## config.mk

```make
export PLATFORM = sky130hd
export DESIGN_NAME = apb_master
export DESIGN_NICKNAME = d
export VERILOG_FILES = /design/src/rtl/apb_pkg.sv /design/src/rtl/test_param_pkg.sv /design/src/rtl/apb_master.sv
export SDC_FILE = /design/constraint.sdc
export NUM_CORES = 1
export LEC_CHECK = 0
export BUFFER_PORTS_ARGS = -buffer_cell sky130_fd_sc_hd__buf_2
export CAP_MARGIN = 25
export CORE_UTILIZATION = 45
export CTS_CLUSTER_SIZE = 10
export DETAILED_ROUTE_END_ITERATION = 6
export PLACE_DENSITY = 0.9
export SYNTH_ARGS = -nofsm -noshare
export SYNTH_HDL_FRONTEND = slang
export SYNTH_SLANG_ARGS = --single-unit
export TNS_END_PERCENT = 30
```

## constraint.sdc

```tcl
create_clock -name PCLK -period 2.75 [get_ports PCLK]
set_input_delay 0.1375 -clock PCLK [delete_from_list [all_inputs] [get_ports PCLK]]
set_output_delay 0.1375 -clock PCLK [all_outputs]
set_load 0.01 [all_outputs]
```

## src/rtl/apb_pkg.sv

```systemverilog
// Shared types for the APB master: FSM state encoding and counter sizing helper.
// Latency: n/a (types and functions only).
// Backpressure: n/a.
package apb_pkg;

    typedef enum logic [1:0] {
        IDLE   = 2'd0,
        SETUP  = 2'd1,
        ACCESS = 2'd2
    } apb_state_t;

    // Width of the ACCESS wait counter; at least one bit so a disabled
    // timeout (TIMEOUT==0) still yields a legal vector.
    function automatic int cnt_width(input int timeout);
        return (timeout > 0) ? $clog2(timeout + 1) : 1;
    endfunction

endpackage

```

## src/rtl/test_param_pkg.sv

```systemverilog
// Default bus widths shared by blocks and benches that do not override them.
// Latency: n/a (constants only).
// Backpressure: n/a.
package test_param_pkg;

    localparam int addrWidth = 32;
    localparam int dataWidth = 32;

endpackage

```

## src/rtl/apb_master.sv

```systemverilog
// APB master: turns one valid/ready command into a single APB transfer, with ACCESS timeout and IRQ edge detect.
// Latency: accept N, SETUP N+1, ACCESS N+2, rsp_valid N+3 with zero wait states; 3 cycles per back-to-back transfer.
// Backpressure: cmd_ready only in IDLE; PREADY stretches ACCESS up to TIMEOUT cycles; rsp_valid cannot be stalled.
//
// Ports:
//   PCLK, PRESETN                      clock, synchronous active-low reset
//   cmd_valid/ready/write/addr/wdata   command request channel
//   rsp_valid/rdata/timeout            one-cycle completion pulse, read data, abort flag
//   PADDR/PWRITE/PSEL/PENABLE/PWDATA   APB request outputs (all registered)
//   PRDATA/PREADY                      APB slave response
//   IRQ -> irq_rise                    slave interrupt level, registered rising-edge pulse
module apb_master
    import apb_pkg::*;
#(
    parameter int ADDRWIDTH = test_param_pkg::addrWidth,
    parameter int DATAWIDTH = test_param_pkg::dataWidth,
    parameter int TIMEOUT   = 16
) (
    input  logic                 PCLK,
    input  logic                 PRESETN,
    input  logic                 cmd_valid,
    output logic                 cmd_ready,
    input  logic                 cmd_write,
    input  logic [ADDRWIDTH-1:0] cmd_addr,
    input  logic [DATAWIDTH-1:0] cmd_wdata,
    output logic                 rsp_valid,
    output logic [DATAWIDTH-1:0] rsp_rdata,
    output logic                 rsp_timeout,
    output logic [ADDRWIDTH-1:0] PADDR,
    output logic                 PWRITE,
    output logic                 PSEL,
    output logic                 PENABLE,
    output logic [DATAWIDTH-1:0] PWDATA,
    input  logic [DATAWIDTH-1:0] PRDATA,
    input  logic                 PREADY,
    input  logic                 IRQ,
    output logic                 irq_rise
);

    localparam int              CNTW     = cnt_width(TIMEOUT);
    localparam bit              TO_EN    = (TIMEOUT > 0);
    localparam logic [CNTW-1:0] CNT_LAST = CNTW'((TIMEOUT > 0) ? TIMEOUT - 1 : 0);

    apb_state_t      state;
    logic [CNTW-1:0] wait_cnt;
    logic            irq_q;

    // Decoded from the state register only, so no combinational path from cmd_valid.
    assign cmd_ready = (state == IDLE);

    always_ff @(posedge PCLK) begin
        if (!PRESETN) begin
            state       <= IDLE;
            wait_cnt    <= '0;
            PSEL        <= 1'b0;
            PENABLE     <= 1'b0;
            PWRITE      <= 1'b0;
            PADDR       <= '0;
            PWDATA      <= '0;
            rsp_valid   <= 1'b0;
            rsp_timeout <= 1'b0;
            rsp_rdata   <= '0;
        end else begin
            // Completion is a single-cycle pulse.
            rsp_valid <= 1'b0;
            case (state)
                IDLE: begin
                    if (cmd_valid) begin
                        // Request fields are held from here through the last ACCESS
                        // cycle and keep their values afterwards.
                        PWRITE  <= cmd_write;
                        PADDR   <= cmd_addr;
                        PWDATA  <= cmd_wdata;
                        PSEL    <= 1'b1;
                        PENABLE <= 1'b0;
                        state   <= SETUP;
                    end
                end
                SETUP: begin
                    PENABLE  <= 1'b1;
                    wait_cnt <= '0;
                    state    <= ACCESS;
                end
                ACCESS: begin
                    // PREADY is checked first so a ready slave wins over a
                    // coincident timeout.
                    if (PREADY) begin
                        PSEL        <= 1'b0;
                        PENABLE     <= 1'b0;
                        rsp_valid   <= 1'b1;
                        rsp_timeout <= 1'b0;
                        if (!PWRITE) begin
                            rsp_rdata <= PRDATA;
                        end
                        state <= IDLE;
                    end else if (TO_EN && (wait_cnt == CNT_LAST)) begin
                        PSEL        <= 1'b0;
                        PENABLE     <= 1'b0;
                        rsp_valid   <= 1'b1;
                        rsp_timeout <= 1'b1;
                        rsp_rdata   <= '0;
                        wait_cnt    <= wait_cnt + CNTW'(1);
                        state       <= IDLE;
                    end else begin
                        wait_cnt <= wait_cnt + CNTW'(1);
                    end
                end
                default: begin
                    PSEL    <= 1'b0;
                    PENABLE <= 1'b0;
                    state   <= IDLE;
                end
            endcase
        end
    end

    // Rising-edge detector on the slave interrupt level.
    always_ff @(posedge PCLK) begin
        if (!PRESETN) begin
            irq_q    <= 1'b0;
            irq_rise <= 1'b0;
        end else begin
            irq_q    <= IRQ;
            irq_rise <= IRQ & ~irq_q;
        end
    end

endmodule

```

# Word level (Yosys, flattened, before mapping)
# Index checks and enable logic that the tools add are counted.
[classes]
n_addsub = 1
n_eq_ne = 7
mux = 19
n_bitwise = 3
reduce_logical = 10
[op_table]
columns = ["cell", "n"]
rows = [
  ["2-to-1 mux 32 bit", 3],
  ["case mux 5 bit (2 select lines)", 1],
  ["AND reduction 2 bit", 5],
  ["2-to-1 mux 1 bit", 8],
  ["2-to-1 mux 2 bit", 3],
  ["inequality test 2 bit (second input constant)", 3],
  ["case mux 1 bit (3 select lines)", 2],
  ["case mux 2 bit (3 select lines)", 1],
  ["AND reduction 3 bit", 2],
  ["adder 5 x 1 -> 5 bit (second input constant)", 1],
  ["equality test 5 x 4 -> 1 bit (second input constant)", 1],
  ["2-to-1 mux 5 bit", 1],
  ["nonzero test 2 bit", 2],
  ["inequality test 3 bit (second input constant)", 1],
  ["equality test 2 x 1 -> 1 bit (second input constant)", 1],
  ["equality test 2 bit (second input constant)", 1],
  ["zero test 2 bit", 1],
  ["inverter 1 bit", 2],
  ["bitwise AND 1 bit", 1],
]
[word_totals]
ff_bits = 110
in_bits = 102
output_inout_bits = 103
word_cells = 52

# Longest topological paths before layout
# Gate-level depths: netlist of the first run.
[depth]
depth_word = 4
ltp_mapped = 7
ltp_nobuf = 6

# Worst setup path before layout of the first run
# Ideal clock, no wire load.
[synth_path]
kind = "reg2reg"
startpoint = "reg wait_cnt[0]"
endpoint = "reg rsp_rdata[10]"
setup_ns = 0.061
arrival_time_ns = 1.621
t_required_ns = 2.689
slack_ns = 1.069
path_stages_with_launch = 8
n_path_buf = 1
synth_period_minus_slack_ns = 1.681
path_cell_list = "dfxtp_1 > ha_1 > and3_1 > ha_1 > nor2b_1 > o21ai_1 > buf_2 > a32o_1"
[synth_via]
elab_chain_cells = 3
[synth_lines]
columns = ["element", "line", "source"]
rows = [
  ["start: declaration", "apb_master.sv:45", "logic [CNTW-1:0] wait_cnt;"],
  ["start signal: assignment", "apb_master.sv:102", "wait_cnt <= wait_cnt + CNTW'(1);"],
  ["start signal: assignment", "apb_master.sv:105", "wait_cnt <= wait_cnt + CNTW'(1);"],
  ["equality test 5 x 4 -> 1 bit", "apb_master.sv:96", "end else if (TO_EN && (wait_cnt == CNT_LAST)) begin"],
  ["nonzero test 2 bit (no line)", "--", ""],
  ["AND reduction 3 bit (no line)", "--", ""],
  ["end signal: assignment", "apb_master.sv:62", "rsp_rdata <= '0;"],
  ["end signal: assignment", "apb_master.sv:93", "rsp_rdata <= PRDATA;"],
  ["end signal: assignment", "apb_master.sv:101", "rsp_rdata <= '0;"],
  ["end: declaration", "apb_master.sv:27", "output logic [DATAWIDTH-1:0] rsp_rdata,"],
]
# Every way passes these cells.
# A chain may end at the register's enable or synchronous reset.

# Final worst setup path of the first run
# Same ends and word-level chain as after synthesis.

==> flow_summary.html, run 1 <==
<table>
<tr><th>Metric</th><th>Value</th></tr>
<tr><th colspan="2">Worst setup path</th></tr>
<tr><td>CP endpoint kind</td><td>flip-flop</td></tr>
<tr><td>Data arrival time of the worst path</td><td>2220 ps</td></tr>
<tr><td>Crit-path cells</td><td>ha_1 &gt; and3_1 &gt; ha_1 &gt; nor2b_1 &gt; o21ai_2 &gt; buf_4 &gt; a32o_1</td></tr>
<tr><td>Largest incremental delay on the critical path</td><td>360 ps</td></tr>
<tr><td>Kind of cell with the highest combined delay on the critical path</td><td>adder cells</td></tr>
<tr><td>Maximum fanout along the worst path</td><td>32</td></tr>
<tr><td>Most prevalent standard cell on the critical path</td><td>sky130_fd_sc_hd__ha_1</td></tr>
<tr><td>Worst setup path class</td><td>flip-flop to flip-flop</td></tr>
<tr><td>Total buffers and inverters traversed by the critical path</td><td>1</td></tr>
<tr><td>Cell at the slowest stage of the critical path</td><td>sky130_fd_sc_hd__dfxtp_1</td></tr>
<tr><td>Startpoint class of the critical path</td><td>flip-flop</td></tr>
<tr><td>CP Data Required Time</td><td>3060 ps</td></tr>
<tr><th colspan="2">Clocking</th></tr>
<tr><td>PostCTS Resize Cnt</td><td>0</td></tr>
<tr><td>TritonCTS clock tree</td><td>built</td></tr>
<tr><td>Clk slew on worst S/H paths</td><td>120 ps</td></tr>
<tr><td>Depth of the CTS H-tree</td><td>3</td></tr>
<tr><td>Number of buffers inserted during clock tree synthesis</td><td>9</td></tr>
<tr><td>Buffer count from post-CTS setup fixing</td><td>0</td></tr>
<tr><td>Maximum count of clock buffers along a single path</td><td>2</td></tr>
<tr><td>Later-pin clock latency in the skew report</td><td>370 ps</td></tr>
<tr><td>Clock root buffer</td><td>sky130_fd_sc_hd__clkbuf_8</td></tr>
<tr><td>Clock tree sinks</td><td>110</td></tr>
<tr><th colspan="2">Synthesis</th></tr>
<tr><td>Number of synthesized register bits</td><td>110</td></tr>
<tr><td>Mux share of post-synthesis cell area</td><td>0.00775</td></tr>
<tr><td>Number of flops mapped to enable cells by yosys</td><td>0</td></tr>
<tr><td>Number of instances in the synthesized netlist</td><td>429</td></tr>
<tr><td>Fraction of the mapped netlist area in adder cells</td><td>0.00646</td></tr>
<tr><td>Most instantiated flip-flop cell in the synthesis netlist</td><td>sky130_fd_sc_hd__dfxtp_1</td></tr>
<tr><td>Yosys warnings</td><td>0</td></tr>
<tr><td>Total standard cell area after synthesis</td><td>0.00387 mm²</td></tr>
<tr><td>Sequential fraction of the synthesis area</td><td>0.568</td></tr>
<tr><td>Compound-cell area share of the yosys netlist</td><td>0.189</td></tr>
<tr><td>Distinct cell type count after synthesis</td><td>31</td></tr>
<tr><td>Simple-gate portion of the synthesized area</td><td>0.176</td></tr>
<tr><td>Mean cell area of the mapped netlist</td><td>9.03 µm²</td></tr>
<tr><td>Largest family of logic cells by synthesized area</td><td>compound AO/OA/AOI/OAI gates</td></tr>
<tr><td>Post-synth ARST share</td><td>0</td></tr>
<tr><td>Fraction of synthesized cell area in xor and xnor cells</td><td>0</td></tr>
<tr><td>Synth Net Count</td><td>533</td></tr>
<tr><th colspan="2">Floorplan</th></tr>
<tr><td>Die span in y</td><td>94.8 µm</td></tr>
<tr><td>Horizontal die dimension</td><td>94.8 µm</td></tr>
<tr><td>Core outline area</td><td>0.00826 mm²</td></tr>
<tr><td>Initial core utilization</td><td>0.469</td></tr>
<tr><td>Number of placement rows</td><td>33</td></tr>
<tr><td>Ports placed on the boundary</td><td>205</td></tr>
<tr><td>Die outline area</td><td>0.00899 mm²</td></tr>
<tr><th colspan="2">Power</th></tr>
<tr><td>Worst vdd rail ir drop</td><td>0.000353 V</td></tr>
<tr><td>Total power</td><td>3.26 mW</td></tr>
<tr><td>Leakage Power</td><td>2.68 nW</td></tr>
<tr><td>Power Dens Cells</td><td>569 mW/mm²</td></tr>
<tr><th colspan="2">Final layout</th></tr>
<tr><td>Count of nets after finishing</td><td>779</td></tr>
<tr><td>Layout filler cell count</td><td>641</td></tr>
<tr><td>Share of final-layout standard cells stronger than drive strength 1</td><td>0.341</td></tr>
<tr><td>Synthesis-to-finish area growth</td><td>47.6%</td></tr>
<tr><td>Most used cells in the layout excluding fill and tap cells</td><td>204 x sky130_fd_sc_hd__buf_2, 135 x sky130_fd_sc_hd__nand2_1, 110 x sky130_fd_sc_hd__dfxtp_1</td></tr>
<tr><td>Most common library cell in the layout ignoring fill and taps</td><td>sky130_fd_sc_hd__buf_2</td></tr>
<tr><td>Count of inserted antenna diode cells</td><td>0</td></tr>
<tr><th colspan="2">Drt</th></tr>
<tr><td>DR WL/cell</td><td>14.9 µm</td></tr>
<tr><td>Initial DRC count</td><td>163</td></tr>
<tr><td>DRC violation count after routing</td><td>0</td></tr>
<tr><td>First-pass iteration count of the detailed router</td><td>5</td></tr>
<tr><td>Routed WL</td><td>11.7 mm</td></tr>
<tr><td>Routed via count</td><td>4067</td></tr>
<tr><td>Vias/cell</td><td>5.18</td></tr>
<tr><td>Residual antenna-violating net count after detailed routing</td><td>0</td></tr>
<tr><th colspan="2">GRT</th></tr>
<tr><td>Total gr overflow</td><td>0</td></tr>
<tr><td>Number of antenna violations at the first check in global routing</td><td>0</td></tr>
<tr><td>Maximum number of pins on one net before global-route repair</td><td>67</td></tr>
<tr><td>GRT Util Overall</td><td>0.244</td></tr>
<tr><td>Vias in the first global route</td><td>3835</td></tr>
<tr><td>Wire length of the first global-routing pass</td><td>17.2 mm</td></tr>
<tr><th colspan="2">Placement</th></tr>
<tr><td># port buffers</td><td>204</td></tr>
<tr><td>Final HPWL from detailed placement</td><td>6.76 mm</td></tr>
<tr><td>Routability congestion estimate</td><td>0.757</td></tr>
<tr><td>Post-Place Setup Slack</td><td>909 ps</td></tr>
<tr><th colspan="2">STA</th></tr>
<tr><td>Share of the clock period used by the worst path</td><td>0.697</td></tr>
<tr><td>Worst hold margin</td><td>13.5 ps</td></tr>
<tr><td>Tmin final</td><td>1920 ps</td></tr>
<tr><td>Total Negative Setup Slacks</td><td>0 ps</td></tr>
<tr><td>Skew final</td><td>21.9 ps</td></tr>
<tr><td>Number of pins exceeding their max-slew limit in the final report</td><td>0</td></tr>
<tr><td>Fin. Hold Viols</td><td>0</td></tr>
<tr><td>Slew @ Worst Pin</td><td>658 ps</td></tr>
<tr><td>Rel. slew slack</td><td>0.562</td></tr>
<tr><td>Unrepaired setup endpoints after global routing</td><td>no</td></tr>
<tr><td>Fmax</td><td>522 MHz</td></tr>
<tr><td>Finish-stage setup viols</td><td>0</td></tr>
<tr><td>Crit path setup slack, layout</td><td>834 ps</td></tr>
<tr><th colspan="2">Worst hold path</th></tr>
<tr><td>Worst Hold Class</td><td>input pin to flip-flop</td></tr>
<tr><th colspan="2">Outcome</th></tr>
<tr><td>Result of the run</td><td>finished, final reports clean</td></tr>
<tr><th colspan="2">Flow run</th></tr>
<tr><td>Max_cap viols</td><td>0</td></tr>
</table>
[routing by layer]
metal  part of all wire  wire length [µm]  global-route usage  up-vias
li1                   -                 -                   -     1955
met1               0.37              4340               0.259     1873
met2               0.52              6120               0.442      201
met3              0.063               736              0.0548       38
met4              0.041               477               0.136        0
met5                  0                 0                   0        -
[worst register-to-register path, delay by kind of cell (launching register included)]
| kind | cells | cell delay (ps) |
|---|---|---|
| compound gates | 2 | 380 |
| fa+ha+maj | 2 | 450 |
| buf+inv | 1 | 330 |
| flops | 1 | 360 |
| simple gates | 2 | 350 |
[cell type report]
class,count,area [µm²],share of cell area
sequential,110,2200,0.385
timing repair buffer,271,1670,0.292
multi-input combinational,280,1480,0.258
tap,105,131,0.0230
clock buffer,9,124,0.0217
clock inverter,7,101,0.0177
inverter,3,11.3,0.00197
[cells by family after synthesis]
group | Yosys count
buffers and inverters | 39
DFF | 110
and+or+nand+nor | 164
muxes | 3
adders and majority gates | 2
AOI/OAI and AO/OA | 111
[power by group]
group          switching [mW]  internal, mW
combinational           0.241         0.217
clock                   0.562         0.523
sequential             0.0443          1.67
[state kept, by name, indices dropped and copies added, names as in the netlist]
name,flops
PADDR,32
PENABLE,1
PSEL,1
PWDATA,32
PWRITE,1
irq_q,1
irq_rise,1
rsp_rdata,32
rsp_timeout,1
rsp_valid,1
state,2
wait_cnt,5
[per-stage QoR]
stage,cells,util,area [µm²]
finish,785,0.693,5720
global placement,710,0.594,4900
CTS,776,0.682,5630
detailed placement,710,0.594,4900
global route,785,0.693,5720
floorplan,429,-,3870
[synthesized netlist by cell type (2+ instances only)]
| library cell | count | area [µm²] |
|---|---|---|
| sky130_fd_sc_hd__a21oi_1 | 69 | 345 |
| sky130_fd_sc_hd__a32o_1 | 32 | 320 |
| sky130_fd_sc_hd__and3_1 | 2 | 12.5 |
| sky130_fd_sc_hd__buf_2 | 14 | 70.1 |
| sky130_fd_sc_hd__buf_4 | 5 | 37.5 |
| sky130_fd_sc_hd__buf_6 | 3 | 33.8 |
| sky130_fd_sc_hd__clkbuf_1 | 14 | 52.6 |
| sky130_fd_sc_hd__dfxtp_1 | 110 | 2200 |
| sky130_fd_sc_hd__ha_1 | 2 | 25.0 |
| sky130_fd_sc_hd__inv_1 | 2 | 7.51 |
| sky130_fd_sc_hd__mux2i_1 | 3 | 30.0 |
| sky130_fd_sc_hd__nand2_1 | 135 | 507 |
| sky130_fd_sc_hd__nand2b_1 | 2 | 12.5 |
| sky130_fd_sc_hd__nor2_1 | 9 | 33.8 |
| sky130_fd_sc_hd__nor2b_1 | 5 | 31.3 |
| sky130_fd_sc_hd__nor3b_1 | 5 | 37.5 |
| sky130_fd_sc_hd__o21ai_0 | 3 | 15.0 |
[final timing paths]
kind / start / to / slack (ps) / cells after the start
worst max-delay path: wait_cnt[0]$_SDFFE_PN0P_ / rsp_rdata[10]$_SDFFE_PN0P_ / 830 / 7
worst max register to register: wait_cnt[0]$_SDFFE_PN0P_ / rsp_rdata[10]$_SDFFE_PN0P_ / 830 / 7
worst min-delay path: cmd_addr[0] / PADDR[0]$_SDFFE_PN0P_ / 10 / 3
worst min register to register: irq_q$_SDFF_PN0_ / irq_rise$_SDFF_PN0_ / 400 / 1
[repair_timing]
item | CTS | global route
hold buffers | 50 | 9
setup endpoints to repair | 0 | 0
endpoints found under the hold margin | 50 | 9
(Power assumes the default switching activity.)
==> run 2: changes to the inputs <==
ABC_AREA = 1   (was default)
PLACE_DENSITY = 0.88   (was 0.9)
clock period = 2 ns   (was 2.75 ns; I/O delays follow)
==> run 2 against run 1 <==
  * Fmax is 7.4% higher
  * Critical path depth grew 2
  * Combinational power rose by 76%
  * Area after synthesis rose by 11%
  * Design area up 6.3%
  * Worst hold slack better by 16 ps
  * Sequential share of layout area shrank 2.3 points
  * Register-to-register slack got worse by 620 ps
  * Sequential power is 40% higher
  * Total power grew 36%
==> flow_summary.html, run 2 <==
<table>
<tr><th>Metric</th><th>Value</th></tr>
<tr><th colspan="2">Outcome</th></tr>
<tr><td>Result of the run</td><td>finished, final reports clean</td></tr>
<tr><th colspan="2">Drt</th></tr>
<tr><td>Vias/cell</td><td>4.80</td></tr>
<tr><td>DRC violation count after routing</td><td>0</td></tr>
<tr><td>Routed via count</td><td>4555</td></tr>
<tr><td>DR WL/cell</td><td>13.0 µm</td></tr>
<tr><td>First-pass iteration count of the detailed router</td><td>4</td></tr>
<tr><td>Sum of met2 wire segment lengths after detailed routing</td><td>5.98 mm</td></tr>
<tr><td>Initial DRC count</td><td>185</td></tr>
<tr><td>Highest metal layer with signal wires</td><td>met4</td></tr>
<tr><td>Residual antenna-violating net count after detailed routing</td><td>0</td></tr>
<tr><td>Routed WL</td><td>12.3 mm</td></tr>
<tr><td>M1 wire length</td><td>4.97 mm</td></tr>
<tr><td>Wire length on met3</td><td>1.06 mm</td></tr>
<tr><th colspan="2">Worst setup path</th></tr>
<tr><td>Worst setup path class</td><td>flip-flop to flip-flop</td></tr>
<tr><td>Data arrival time of the worst path</td><td>2010 ps</td></tr>
<tr><td>Kind of cell with the highest combined delay on the critical path</td><td>simple AND/OR/NAND/NOR gates</td></tr>
<tr><td>Maximum fanout along the worst path</td><td>32</td></tr>
<tr><td>Largest incremental delay on the critical path</td><td>380 ps</td></tr>
<tr><td>Worst reg2reg path startpoint</td><td>wait_cnt[0]$_SDFFE_PN0P_</td></tr>
<tr><td>CP endpoint kind</td><td>flip-flop</td></tr>
<tr><td>Total buffers and inverters traversed by the critical path</td><td>1</td></tr>
<tr><td>Cell at the slowest stage of the critical path</td><td>sky130_fd_sc_hd__dfxtp_1</td></tr>
<tr><td>CP Data Required Time</td><td>2220 ps</td></tr>
<tr><td>Worst reg2reg path endpoint</td><td>rsp_rdata[7]$_SDFFE_PN0P_</td></tr>
<tr><td>Startpoint class of the critical path</td><td>flip-flop</td></tr>
<tr><td>Worst Reg-to-Reg Cells</td><td>9</td></tr>
<tr><td>Setup slack on the worst flop-to-flop path</td><td>220 ps</td></tr>
<tr><td>Crit-path cells</td><td>ha_1 &gt; nand2_1 &gt; nor2_1 &gt; ha_1 &gt; inv_1 &gt; nand2_1 &gt; nand3_4 &gt; nand2_1 &gt; a21oi_1</td></tr>
<tr><td>Most prevalent standard cell on the critical path</td><td>sky130_fd_sc_hd__nand2_1</td></tr>
<tr><th colspan="2">Floorplan</th></tr>
<tr><td>Core outline area</td><td>0.00924 mm²</td></tr>
<tr><td>Die span in y</td><td>99.8 µm</td></tr>
<tr><td>Number of placement rows</td><td>35</td></tr>
<tr><td>Horizontal die dimension</td><td>99.8 µm</td></tr>
<tr><td>Ports placed on the boundary</td><td>205</td></tr>
<tr><td>Initial core utilization</td><td>0.466</td></tr>
<tr><td>Die outline area</td><td>0.00996 mm²</td></tr>
<tr><th colspan="2">Final layout</th></tr>
<tr><td>Top flop regs</td><td>PADDR: 32 flops, PWDATA: 32 flops, rsp_rdata: 32 flops</td></tr>
<tr><td>Most common library cell in the layout ignoring fill and taps</td><td>sky130_fd_sc_hd__buf_2</td></tr>
<tr><td>Synthesis-to-finish area growth</td><td>41.3%</td></tr>
<tr><td>Count of inserted antenna diode cells</td><td>0</td></tr>
<tr><td>Most used cells in the layout excluding fill and tap cells</td><td>204 x sky130_fd_sc_hd__buf_2, 138 x sky130_fd_sc_hd__nor2_1, 110 x sky130_fd_sc_hd__dfxtp_1</td></tr>
<tr><td>Layout filler cell count</td><td>746</td></tr>
<tr><td>Post-Route Utilization</td><td>0.658</td></tr>
<tr><td>Cell Count, Final, Fillers Out</td><td>949</td></tr>
<tr><td>Count of nets after finishing</td><td>919</td></tr>
<tr><td>Share of final-layout standard cells stronger than drive strength 1</td><td>0.290</td></tr>
<tr><td>Cell area after layout</td><td>0.00608 mm²</td></tr>
<tr><th colspan="2">STA</th></tr>
<tr><td>Share of the clock period used by the worst path</td><td>0.892</td></tr>
<tr><td>Finish-stage setup viols</td><td>0</td></tr>
<tr><td>Number of pins exceeding their max-slew limit in the final report</td><td>0</td></tr>
<tr><td>Rel. slew slack</td><td>0.561</td></tr>
<tr><td>Fmax</td><td>561 MHz</td></tr>
<tr><td>Fin. Hold Viols</td><td>0</td></tr>
<tr><td>Total Negative Setup Slacks</td><td>0 ps</td></tr>
<tr><td>Tmin final</td><td>1780 ps</td></tr>
<tr><td>Slew @ Worst Pin</td><td>657 ps</td></tr>
<tr><td>Skew final</td><td>9.39 ps</td></tr>
<tr><td>Unrepaired setup endpoints after global routing</td><td>no</td></tr>
<tr><th colspan="2">Power</th></tr>
<tr><td>Worst vdd rail ir drop</td><td>0.000420 V</td></tr>
<tr><td>Part of the power in combinational logic</td><td>0.182</td></tr>
<tr><td>Leakage Power</td><td>3.09 nW</td></tr>
<tr><td>Power share of the sequential group</td><td>0.542</td></tr>
<tr><td>Internal portion of total power</td><td>3.18 mW</td></tr>
<tr><td>Power Dens Cells</td><td>726 mW/mm²</td></tr>
<tr><td>Clock power frac</td><td>0.276</td></tr>
<tr><td>Sw Share</td><td>0.281</td></tr>
<tr><td>Switch Pwr</td><td>1.24 mW</td></tr>
<tr><th colspan="2">Synthesis</th></tr>
<tr><td>Largest cells by area after synthesis</td><td>sky130_fd_sc_hd__dfxtp_1 51%, sky130_fd_sc_hd__nor2_1 12%, sky130_fd_sc_hd__o21ai_0 7.7%</td></tr>
<tr><td>Post-synth ARST share</td><td>0</td></tr>
<tr><td>Synth Net Count</td><td>673</td></tr>
<tr><td>Most instantiated library cell after synthesis</td><td>sky130_fd_sc_hd__nor2_1</td></tr>
<tr><td>Sequential fraction of the synthesis area</td><td>0.512</td></tr>
<tr><td>Distinct cell type count after synthesis</td><td>22</td></tr>
<tr><td>Mean cell area of the mapped netlist</td><td>7.56 µm²</td></tr>
<tr><td>Total standard cell area after synthesis</td><td>0.00430 mm²</td></tr>
<tr><td>Number of flops mapped to enable cells by yosys</td><td>0</td></tr>
<tr><td>Yosys warnings</td><td>0</td></tr>
<tr><td>Number of synthesized register bits</td><td>110</td></tr>
<tr><td>Most instantiated flip-flop cell in the synthesis netlist</td><td>sky130_fd_sc_hd__dfxtp_1</td></tr>
<tr><td>Number of instances in the synthesized netlist</td><td>569</td></tr>
<tr><td>Synth area leader</td><td>sky130_fd_sc_hd__dfxtp_1</td></tr>
<tr><td>Top-area cell type share of the netlist area</td><td>0.512</td></tr>
<tr><td>Commonest cells post-synth</td><td>138 x sky130_fd_sc_hd__nor2_1, 110 x sky130_fd_sc_hd__dfxtp_1, 81 x sky130_fd_sc_hd__nand2_1</td></tr>
<tr><th colspan="2">Clocking</th></tr>
<tr><td>Buffer count from post-CTS setup fixing</td><td>0</td></tr>
<tr><td>Depth of the CTS H-tree</td><td>3</td></tr>
<tr><td>TritonCTS clock tree</td><td>built</td></tr>
<tr><td>Maximum count of clock buffers along a single path</td><td>2</td></tr>
<tr><td>Clock root buffer</td><td>sky130_fd_sc_hd__clkbuf_8</td></tr>
<tr><td>Clk slew on worst S/H paths</td><td>100 ps</td></tr>
<tr><td>Clock tree sinks</td><td>110</td></tr>
<tr><td>Number of buffers inserted during clock tree synthesis</td><td>9</td></tr>
<tr><td>Later-pin clock latency in the skew report</td><td>360 ps</td></tr>
<tr><th colspan="2">Placement</th></tr>
<tr><td>Final HPWL from detailed placement</td><td>7.37 mm</td></tr>
<tr><td>Placed Cells incl. Taps</td><td>875</td></tr>
<tr><td>Post-DP Area</td><td>0.00532 mm²</td></tr>
<tr><td># port buffers</td><td>204</td></tr>
<tr><td>Routability congestion estimate</td><td>0.777</td></tr>
<tr><th colspan="2">GRT</th></tr>
<tr><td>GRT Util Overall</td><td>0.249</td></tr>
<tr><td>Vias in the first global route</td><td>4252</td></tr>
<tr><td>Wire length of the first global-routing pass</td><td>19.9 mm</td></tr>
<tr><td>Maximum number of pins on one net before global-route repair</td><td>70</td></tr>
<tr><td>Number of antenna violations at the first check in global routing</td><td>0</td></tr>
<tr><td>Total gr overflow</td><td>0</td></tr>
<tr><th colspan="2">Worst hold path</th></tr>
<tr><td>Count of cells along the worst hold path</td><td>3</td></tr>
<tr><td>Hold wc startpoint</td><td>cmd_wdata[7]</td></tr>
<tr><td>Hold path endpoint</td><td>PWDATA[7]$_SDFFE_PN0P_</td></tr>
<tr><td>Worst Hold Class</td><td>input pin to flip-flop</td></tr>
<tr><th colspan="2">Flow run</th></tr>
<tr><td>Max_cap viols</td><td>0</td></tr>
</table>
run 2: cell types whose count changed after synthesis, sizes merged, moves of 6 or more:
cell | previous run | this run
nor2 | 9 | 141
o21ai | 4 | 66
nand2 | 135 | 83
inv | 3 | 47
nand3 | 1 | 40
a32o | 32 | 0
a21oi | 69 | 38
nor3b | 6 | 0
run 2: routing by layer:
layer,vias up,track usage
li1,2280,-
met1,2023,0.295
met2,217,0.431
met3,35,0.0627
met4,0,0.105
met5,-,0
run 2: worst reg2reg max path, delay by kind of cell (launching register included):
kind                       cells  cell delay (ps)
and+or+nand+nor                5              800
DFF                            1              380
adders and majority gates      2              340
AOI/OAI and AO/OA              1               80
buffers and inverters          1               40
run 2: worst max-delay path by stage:
stage | endpoint | from | depth (start not counted)
3_5_place_dp | rsp_rdata[28]$_SDFFE_PN0P_ | wait_cnt[0]$_SDFFE_PN0P_ | 9
3_3_place_gp | rsp_rdata[3]$_SDFFE_PN0P_ | wait_cnt[0]$_SDFFE_PN0P_ | 9
5_1_grt | rsp_rdata[28]$_SDFFE_PN0P_ | wait_cnt[0]$_SDFFE_PN0P_ | 9
4_1_cts | rsp_rdata[28]$_SDFFE_PN0P_ | wait_cnt[0]$_SDFFE_PN0P_ | 9
2_1_floorplan | rsp_rdata[10]$_SDFFE_PN0P_ | wait_cnt[0]$_SDFFE_PN0P_ | 10
6_report | rsp_rdata[7]$_SDFFE_PN0P_ | wait_cnt[0]$_SDFFE_PN0P_ | 9
run 2: cell families after synthesis:
family	count (synthesis)	share of synthesized area
AO/OA/AOI/OAI	106	0.124
buffers and inverters	85	0.104
adder cells (fa/ha/maj)	2	0.00581
flip-flops	110	0.512
AND/OR/NAND/NOR	266	0.254
run 2: layout make-up:
type                       instances  area, µm²  share of cell area
clock buffer                      12        145              0.0239
clock inverter                     4       32.5             0.00535
inverter                          47        176              0.0290
multi-input combinational        374       1660               0.272
sequential                       110       2200               0.362
tap                              129        161              0.0265
timing repair buffer             273       1710               0.281
run 2: power by group through the flow:
stage / sequential [mW] / clock (mW) / combinational [mW]
2_1_floorplan: 2.50 / 0 / 0.354
3_3_place_gp: 2.43 / 0 / 0.681
4_1_cts: 2.39 / 1.26 / 0.781
6_report: 2.39 / 1.22 / 0.805
5_1_grt: 2.41 / 1.34 / 0.889
3_5_place_dp: 2.44 / 0 / 0.693
run 2: repair_timing:
item                                   in CTS  in global routing
hold buffers                               58                  0
endpoints found under the hold margin      59                  0
setup endpoints to repair                   0                  0
resized for setup                           0                  0
run 2: per-stage QoR:
step                power (mW)  setup slack, ps  hold WS, ps
global placement          3.11              342          304
finish                    4.42              216         29.1
CTS                       4.43              194         11.9
detailed placement        3.13              245          313
floorplan                 2.86              563          216
global route              4.64             20.5         22.2
